`src/rtl/cpu_defs.sv`:
```
`default_nettype none
// ============================================================================
// cpu_defs : shared write-op and FSM encodings for the CPU register datapath
// Rev 1.0
// ============================================================================
package cpu_defs;

  localparam int DATA_W = 8;

  typedef enum logic [1:0] {
    OP_LOAD   = 2'b00,
    OP_INC    = 2'b01,
    OP_DEC    = 2'b10,
    OP_CLRALL = 2'b11
  } wr_op_e;

  typedef enum logic [0:0] {
    ST_IDLE  = 1'b0,
    ST_CLEAR = 1'b1
  } bank_state_e;

endpackage
`default_nettype wire

```
`src/rtl/inc_dec_unit.sv`:
```
`default_nettype none
// ============================================================================
// inc_dec_unit : combinational +1/-1 with wrap carry/borrow and zero flag
// Rev 1.0
// ============================================================================
module inc_dec_unit #(
  parameter int WIDTH = 8
) (
  input  logic [WIDTH-1:0] value,
  input  logic             dir,     // 0 = increment, 1 = decrement
  output logic [WIDTH-1:0] result,
  output logic             carry,
  output logic             zero
);

  always_comb begin
    if (dir) begin
      result = value - WIDTH'(1);
      carry  = (value == '0);
    end else begin
      result = value + WIDTH'(1);
      carry  = (value == '1);
    end
    zero = (result == '0);
  end

endmodule
`default_nettype wire

```
`src/rtl/reg_bank8.sv`:
```
`default_nettype none
// ============================================================================
// reg_bank8 : eight-entry operand register bank with load/inc/dec/clear-all
// Rev 1.0
// ============================================================================
module reg_bank8
  import cpu_defs::*;
#(
  parameter int               WIDTH   = DATA_W,
  parameter logic [WIDTH-1:0] RST_VAL = '0
) (
  input  logic             Clk,
  input  logic             Reset_n,
  input  logic             WrValid,
  output logic             WrReady,
  input  logic [1:0]       WrOp,
  input  logic [2:0]       WrAddr,
  input  logic [WIDTH-1:0] WrData,
  output logic [WIDTH-1:0] R0,
  output logic [WIDTH-1:0] R1,
  output logic [WIDTH-1:0] R2,
  output logic [WIDTH-1:0] R3,
  output logic [WIDTH-1:0] R4,
  output logic [WIDTH-1:0] R5,
  output logic [WIDTH-1:0] R6,
  output logic [WIDTH-1:0] R7,
  output logic             Zero,
  output logic             Carry,
  output logic             ClrDone
);

  logic [WIDTH-1:0] regs_q [8];
  logic [WIDTH-1:0] regs_d [8];
  bank_state_e      state_q, state_d;
  logic [2:0]       ptr_q, ptr_d;
  logic             zero_q, zero_d;
  logic             carry_q, carry_d;
  logic             clr_done_q, clr_done_d;

  logic             accept;
  logic [WIDTH-1:0] idu_result;
  logic             idu_carry;
  logic             idu_zero;

  inc_dec_unit #(.WIDTH(WIDTH)) u_inc_dec (
    .value  (regs_q[WrAddr]),
    .dir    (WrOp == OP_DEC),
    .result (idu_result),
    .carry  (idu_carry),
    .zero   (idu_zero)
  );

  assign WrReady = (state_q == ST_IDLE);
  assign accept  = WrValid & WrReady;

  always_comb begin
    regs_d     = regs_q;
    state_d    = state_q;
    ptr_d      = ptr_q;
    zero_d     = zero_q;
    carry_d    = carry_q;
    clr_done_d = 1'b0;
    case (state_q)
      ST_IDLE: begin
        if (accept) begin
          case (wr_op_e'(WrOp))
            OP_LOAD: begin
              regs_d[WrAddr] = WrData;
              zero_d         = (WrData == '0);
              carry_d        = 1'b0;
            end
            OP_INC, OP_DEC: begin
              regs_d[WrAddr] = idu_result;
              zero_d         = idu_zero;
              carry_d        = idu_carry;
            end
            default: begin
              state_d = ST_CLEAR;
              ptr_d   = '0;
            end
          endcase
        end
      end
      ST_CLEAR: begin
        // Sweep one register per cycle; flags are left untouched by clear-all.
        regs_d[ptr_q] = RST_VAL;
        ptr_d         = ptr_q + 3'd1;
        if (ptr_q == 3'd7) begin
          state_d    = ST_IDLE;
          clr_done_d = 1'b1;
        end
      end
      default: state_d = ST_IDLE;
    endcase
  end

  always_ff @(posedge Clk or negedge Reset_n) begin
    if (!Reset_n) begin
      for (int i = 0; i < 8; i++) regs_q[i] <= RST_VAL;
      state_q    <= ST_IDLE;
      ptr_q      <= '0;
      zero_q     <= 1'b0;
      carry_q    <= 1'b0;
      clr_done_q <= 1'b0;
    end else begin
      regs_q     <= regs_d;
      state_q    <= state_d;
      ptr_q      <= ptr_d;
      zero_q     <= zero_d;
      carry_q    <= carry_d;
      clr_done_q <= clr_done_d;
    end
  end

  assign R0      = regs_q[0];
  assign R1      = regs_q[1];
  assign R2      = regs_q[2];
  assign R3      = regs_q[3];
  assign R4      = regs_q[4];
  assign R5      = regs_q[5];
  assign R6      = regs_q[6];
  assign R7      = regs_q[7];
  assign Zero    = zero_q;
  assign Carry   = carry_q;
  assign ClrDone = clr_done_q;

endmodule
`default_nettype wire
```
`config.mk`:
```
export PLATFORM = sky130hd
export DESIGN_NAME = reg_bank8
export DESIGN_NICKNAME = d
export VERILOG_FILES = /design/src/rtl/cpu_defs.sv /design/src/rtl/inc_dec_unit.sv /design/src/rtl/reg_bank8.sv
export SDC_FILE = /design/constraint.sdc
export NUM_CORES = 1
export LEC_CHECK = 0
export CORE_ASPECT_RATIO = 0.9
export CORE_MARGIN = 2
export CORE_UTILIZATION = 35
export DETAILED_ROUTE_END_ITERATION = 6
export GPL_TIMING_DRIVEN = 0
export SLEW_MARGIN = 20
export SYNTH_ARGS = -nofsm -noshare
export SYNTH_HDL_FRONTEND = slang
export SYNTH_SLANG_ARGS = --single-unit
```
`constraint.sdc`:
```
create_clock -name Clk -period 2.65 [get_ports Clk]
set_input_delay 0.3975 -clock Clk [delete_from_list [all_inputs] [get_ports Clk]]
set_output_delay 0.3975 -clock Clk [all_outputs]
set_load 0.03 [all_outputs]
```
==> run_summary.xml <==
<?xml version="1.0" encoding="UTF-8"?>
<metrics>
  <group name="run_status">
    <metric name="run_status" unit="">complete, but fails checks</metric>
    <metric name="violated_checks" unit="">setup timing</metric>
  </group>
  <group name="floorplan">
    <metric name="placementRows" unit="">36</metric>
    <metric name="die_h" unit="um">103</metric>
    <metric name="design.die.area" unit="sq um">11800</metric>
    <metric name="io_pins" unit="">84</metric>
    <metric name="initial_utilization" unit="%">35.6</metric>
    <metric name="dieWidth" unit="um">114</metric>
    <metric name="coreArea" unit="sq um">10800</metric>
  </group>
  <group name="sta">
    <metric name="fin_hold_ws" unit="ns">0.467</metric>
    <metric name="post-route-worst-setup-slack" unit="ns">-0.221</metric>
    <metric name="final-max-slew-violation-count" unit="">0</metric>
    <metric name="hold_violations" unit="">0</metric>
    <metric name="timing.slew.headroom" unit="%">45.3</metric>
    <metric name="finalSetupViolCount" unit="">34</metric>
    <metric name="timing.clock.skew" unit="ns">0.00546</metric>
    <metric name="least_margin_pin_slew" unit="ns">0.797</metric>
    <metric name="final_min_period_over_clock_period" unit="%">108</metric>
    <metric name="tns" unit="ns">-3.03</metric>
    <metric name="timing.final.crit_period" unit="ns">2.87</metric>
    <metric name="rsz0062_at_grt" unit="">true</metric>
    <metric name="max_freq" unit="MHz">348</metric>
  </group>
  <group name="layout">
    <metric name="num_antenna_cells" unit="">0</metric>
    <metric name="area.growth.synth_to_final" unit="%">60.1</metric>
    <metric name="final_util" unit="%">56.9</metric>
    <metric name="commonest_non_fill_non_tap_cells_in_the_layout" unit="">clkdlybuf4s50_1, dfrtp_1, nand2_1, buf_4, o21ai_0</metric>
    <metric name="layout-drive-gt1-share" unit="%">31.4</metric>
    <metric name="most_common_cell_after_layout_fill_and_taps_aside" unit="">clkdlybuf4s50_1</metric>
    <metric name="num-nets-final" unit="">569</metric>
    <metric name="final_cell_count_no_fill" unit="">678</metric>
    <metric name="design_area" unit="sq um">6130</metric>
  </group>
  <group name="grt">
    <metric name="antenna_found_initial" unit="">0</metric>
    <metric name="first_global_vias" unit="">3655</metric>
    <metric name="grt_overflow_total" unit="">0</metric>
    <metric name="grtUsageTotal" unit="%">23.0</metric>
    <metric name="grt_max_degree" unit="">57</metric>
    <metric name="global_route_wire_length_before_repair" unit="mm">20.1</metric>
  </group>
  <group name="clock_tree">
    <metric name="cts_inserted_buffers" unit="">9</metric>
    <metric name="worstSkewPairLatency" unit="ns">0.34</metric>
    <metric name="cts_root_buffer" unit="">clkbuf_16</metric>
    <metric name="clock_tree_from_tritoncts" unit="">built</metric>
    <metric name="clock_sinks" unit="">71</metric>
    <metric name="cts_buffer_depth" unit="">2</metric>
    <metric name="cts.clk_slew.worst_paths" unit="ns">0.06</metric>
    <metric name="clock_tree.htree_level_count" unit="">3</metric>
  </group>
  <group name="setup_path">
    <metric name="worst-path-max-fanout" unit="">5</metric>
    <metric name="rr_startpoint" unit="">R7[3]</metric>
    <metric name="cp_data_arrival_time" unit="ns">3.12</metric>
    <metric name="r2r_setup_slack" unit="ns">-0.22</metric>
    <metric name="worstPathRequired" unit="ns">2.90</metric>
    <metric name="start_kind" unit="">register</metric>
    <metric name="reg2reg_depth" unit="">10</metric>
    <metric name="crit_type" unit="">reg -&gt; reg</metric>
    <metric name="setup.worst_path.end_class" unit="">register</metric>
    <metric name="critical_path.reg2reg.endpoint" unit="">Zero</metric>
  </group>
  <group name="power">
    <metric name="leakage" unit="nW">2.66</metric>
    <metric name="total_power_per_unit_cell_area" unit="nW/um^2">1050</metric>
    <metric name="ir_drop" unit="mV">0.611</metric>
  </group>
  <group name="routing">
    <metric name="num_vias" unit="">3819</metric>
    <metric name="ant_nets" unit="">0</metric>
    <metric name="finalWirelength" unit="mm">13.9</metric>
    <metric name="routed_via_density" unit="">5.63</metric>
    <metric name="detail_route.drc_violations" unit="">0</metric>
    <metric name="drt-initial-drc-count" unit="">371</metric>
    <metric name="first_pass_iters" unit="">5</metric>
    <metric name="post_drt_wl_per_cell" unit="um">20.5</metric>
  </group>
  <group name="job">
    <metric name="timing.max_cap.violations" unit="">0</metric>
  </group>
  <group name="yosys">
    <metric name="synth-main-ff-cell" unit="">dfrtp_1</metric>
    <metric name="synth_seq_cells" unit="">71</metric>
    <metric name="synth_largest_area_cell" unit="">dfrtp_1</metric>
    <metric name="synth_edf_count" unit="">0</metric>
    <metric name="asyncSetResetFlopFracSynth" unit="%">100</metric>
    <metric name="synth_area" unit="sq um">3830</metric>
    <metric name="yosysUniqueCellTypes" unit="">45</metric>
    <metric name="postSynthAreaPerCell" unit="sq um">10.1</metric>
    <metric name="synth.net_count" unit="">408</metric>
    <metric name="yosys_warns" unit="">0</metric>
    <metric name="synth_top_cell_area_share" unit="%">46.4</metric>
    <metric name="synthTopCellsByArea" unit="">dfrtp_1, o21ai_0, nand2_1</metric>
    <metric name="synth.yosys.seq_area_share" unit="%">46.4</metric>
    <metric name="cells_after_synth" unit="">379</metric>
  </group>
  <group name="placed_design">
    <metric name="placed_cells_incl_taps" unit="">594</metric>
    <metric name="post-dp-hpwl" unit="mm">8.99</metric>
    <metric name="io_buffers" unit="">81</metric>
    <metric name="place_area" unit="sq um">4940</metric>
    <metric name="place.gp.congestion" unit="">0.867</metric>
  </group>
  <group name="min_path">
    <metric name="worstHoldPathType" unit="">in -&gt; async</metric>
  </group>
</metrics>
-- cells by family after synthesis --
family                   after synthesis  synth area share (%)
AO/OA/AOI/OAI                        103                  17.1
XOR/XNOR                               7                  1.60
adder cells (fa/ha/maj)               13                  4.44
buffers and inverters                 25                  3.10
flip-flops                            71                  46.4
multiplexers                          31                  11.4
AND/OR/NAND/NOR                      129                  15.9
-- state kept, by name, summed over array words and instances, names as in the netlist, 3 cells and up --
name   count
R0         8
R1         8
R2         8
R3         8
R4         8
R5         8
R6         8
R7         8
ptr_q      3
-- synth_stat cells (2+ instances only) --
cell type  instances
nand2b_1           6
a22o_1            16
mux2_2             2
a32o_1             8
nand3b_1           2
nand4_1            4
xnor2_1            5
clkbuf_1           7
a22oi_1            2
nor2b_1            4
xor2_1             2
mux2i_1           19
a21oi_1           12
nand2_1           64
inv_1             12
o21ai_0           49
nor4_1             3
buf_2              2
buf_6              2
dfrtp_1           71
ha_1              12
mux4_2            10
and2_1             5
a31oi_1            8
nor3_1             8
buf_4              2
nand3_1            5
nor2_1            20
-- what timing repair did --
action	in CTS	in global routing
hold endpoints to repair	15	0
gates resized for setup	61	44
hold buffers	1	0
gates cloned	0	1
pin swaps	30	20
buffers inserted	51	18
endpoints found under the setup margin	59	63
-- layout make-up --
class / instances / area (sq um)
multi-input cells: 283 / 2280
plain buffers: 12 / 165
flip-flops and latches: 71 / 1780
well taps: 133 / 166
inverters: 12 / 45.0
repair buffers: 151 / 1420
fillers: 914 / 4640
clock buffers: 9 / 225
clock inverters: 7 / 47.5
-- metrics by stage --
step / setup slack, ns / power, mW
CTS: -0.196 / 6.18
floorplan: -0.428 / 3.43
finish: -0.221 / 6.45
global route: -0.326 / 6.75
global placement: -1.62 / 4.57
detailed placement: -1.67 / 4.62
-- power by group --
part,switching (mW),internal (mW)
clock,0.481,0.632
combinational,1.97,1.59
sequential,0.330,1.45
total,2.78,3.67
-- critical path: stages (launching register included) --
cell and delay, ns:
dfrtp_1 0.38, mux4_2 0.50, mux2_4 0.29, ha_4 0.24, nor2_1 0.16, a21oi_2 0.06
xor2_1 0.17, nor3b_1 0.22, nand4_1 0.12, or4b_1 0.49, a31oi_1 0.16
-- how the worst max path moves through the flow --
stage                         start  endpoint  slack (ns)  cells past startpoint
after floorplan           WrAddr[0]      Zero       -0.43                     13
after global placement    WrAddr[2]     R7[5]       -1.62                     13
after detailed placement  WrAddr[2]     R7[5]       -1.67                     13
after CTS                     R7[1]      Zero       -0.20                     10
after global routing          R3[3]      Zero       -0.33                     10
final                         R7[3]      Zero       -0.22                     10
-- routing by layer --
| metal | share of wire [%] | global-route usage, % | up-vias |
|---|---|---|---|
| met3 | 7.6 | 4.95 | 33 |
| li1 | - | - | 1709 |
| met2 | 48 | 37.2 | 168 |
| met5 | 0 | 0 | - |
| met1 | 42 | 30.5 | 1909 |
| met4 | 2.4 | 8.91 | 0 |
Power figures use the tool's default switching activity.
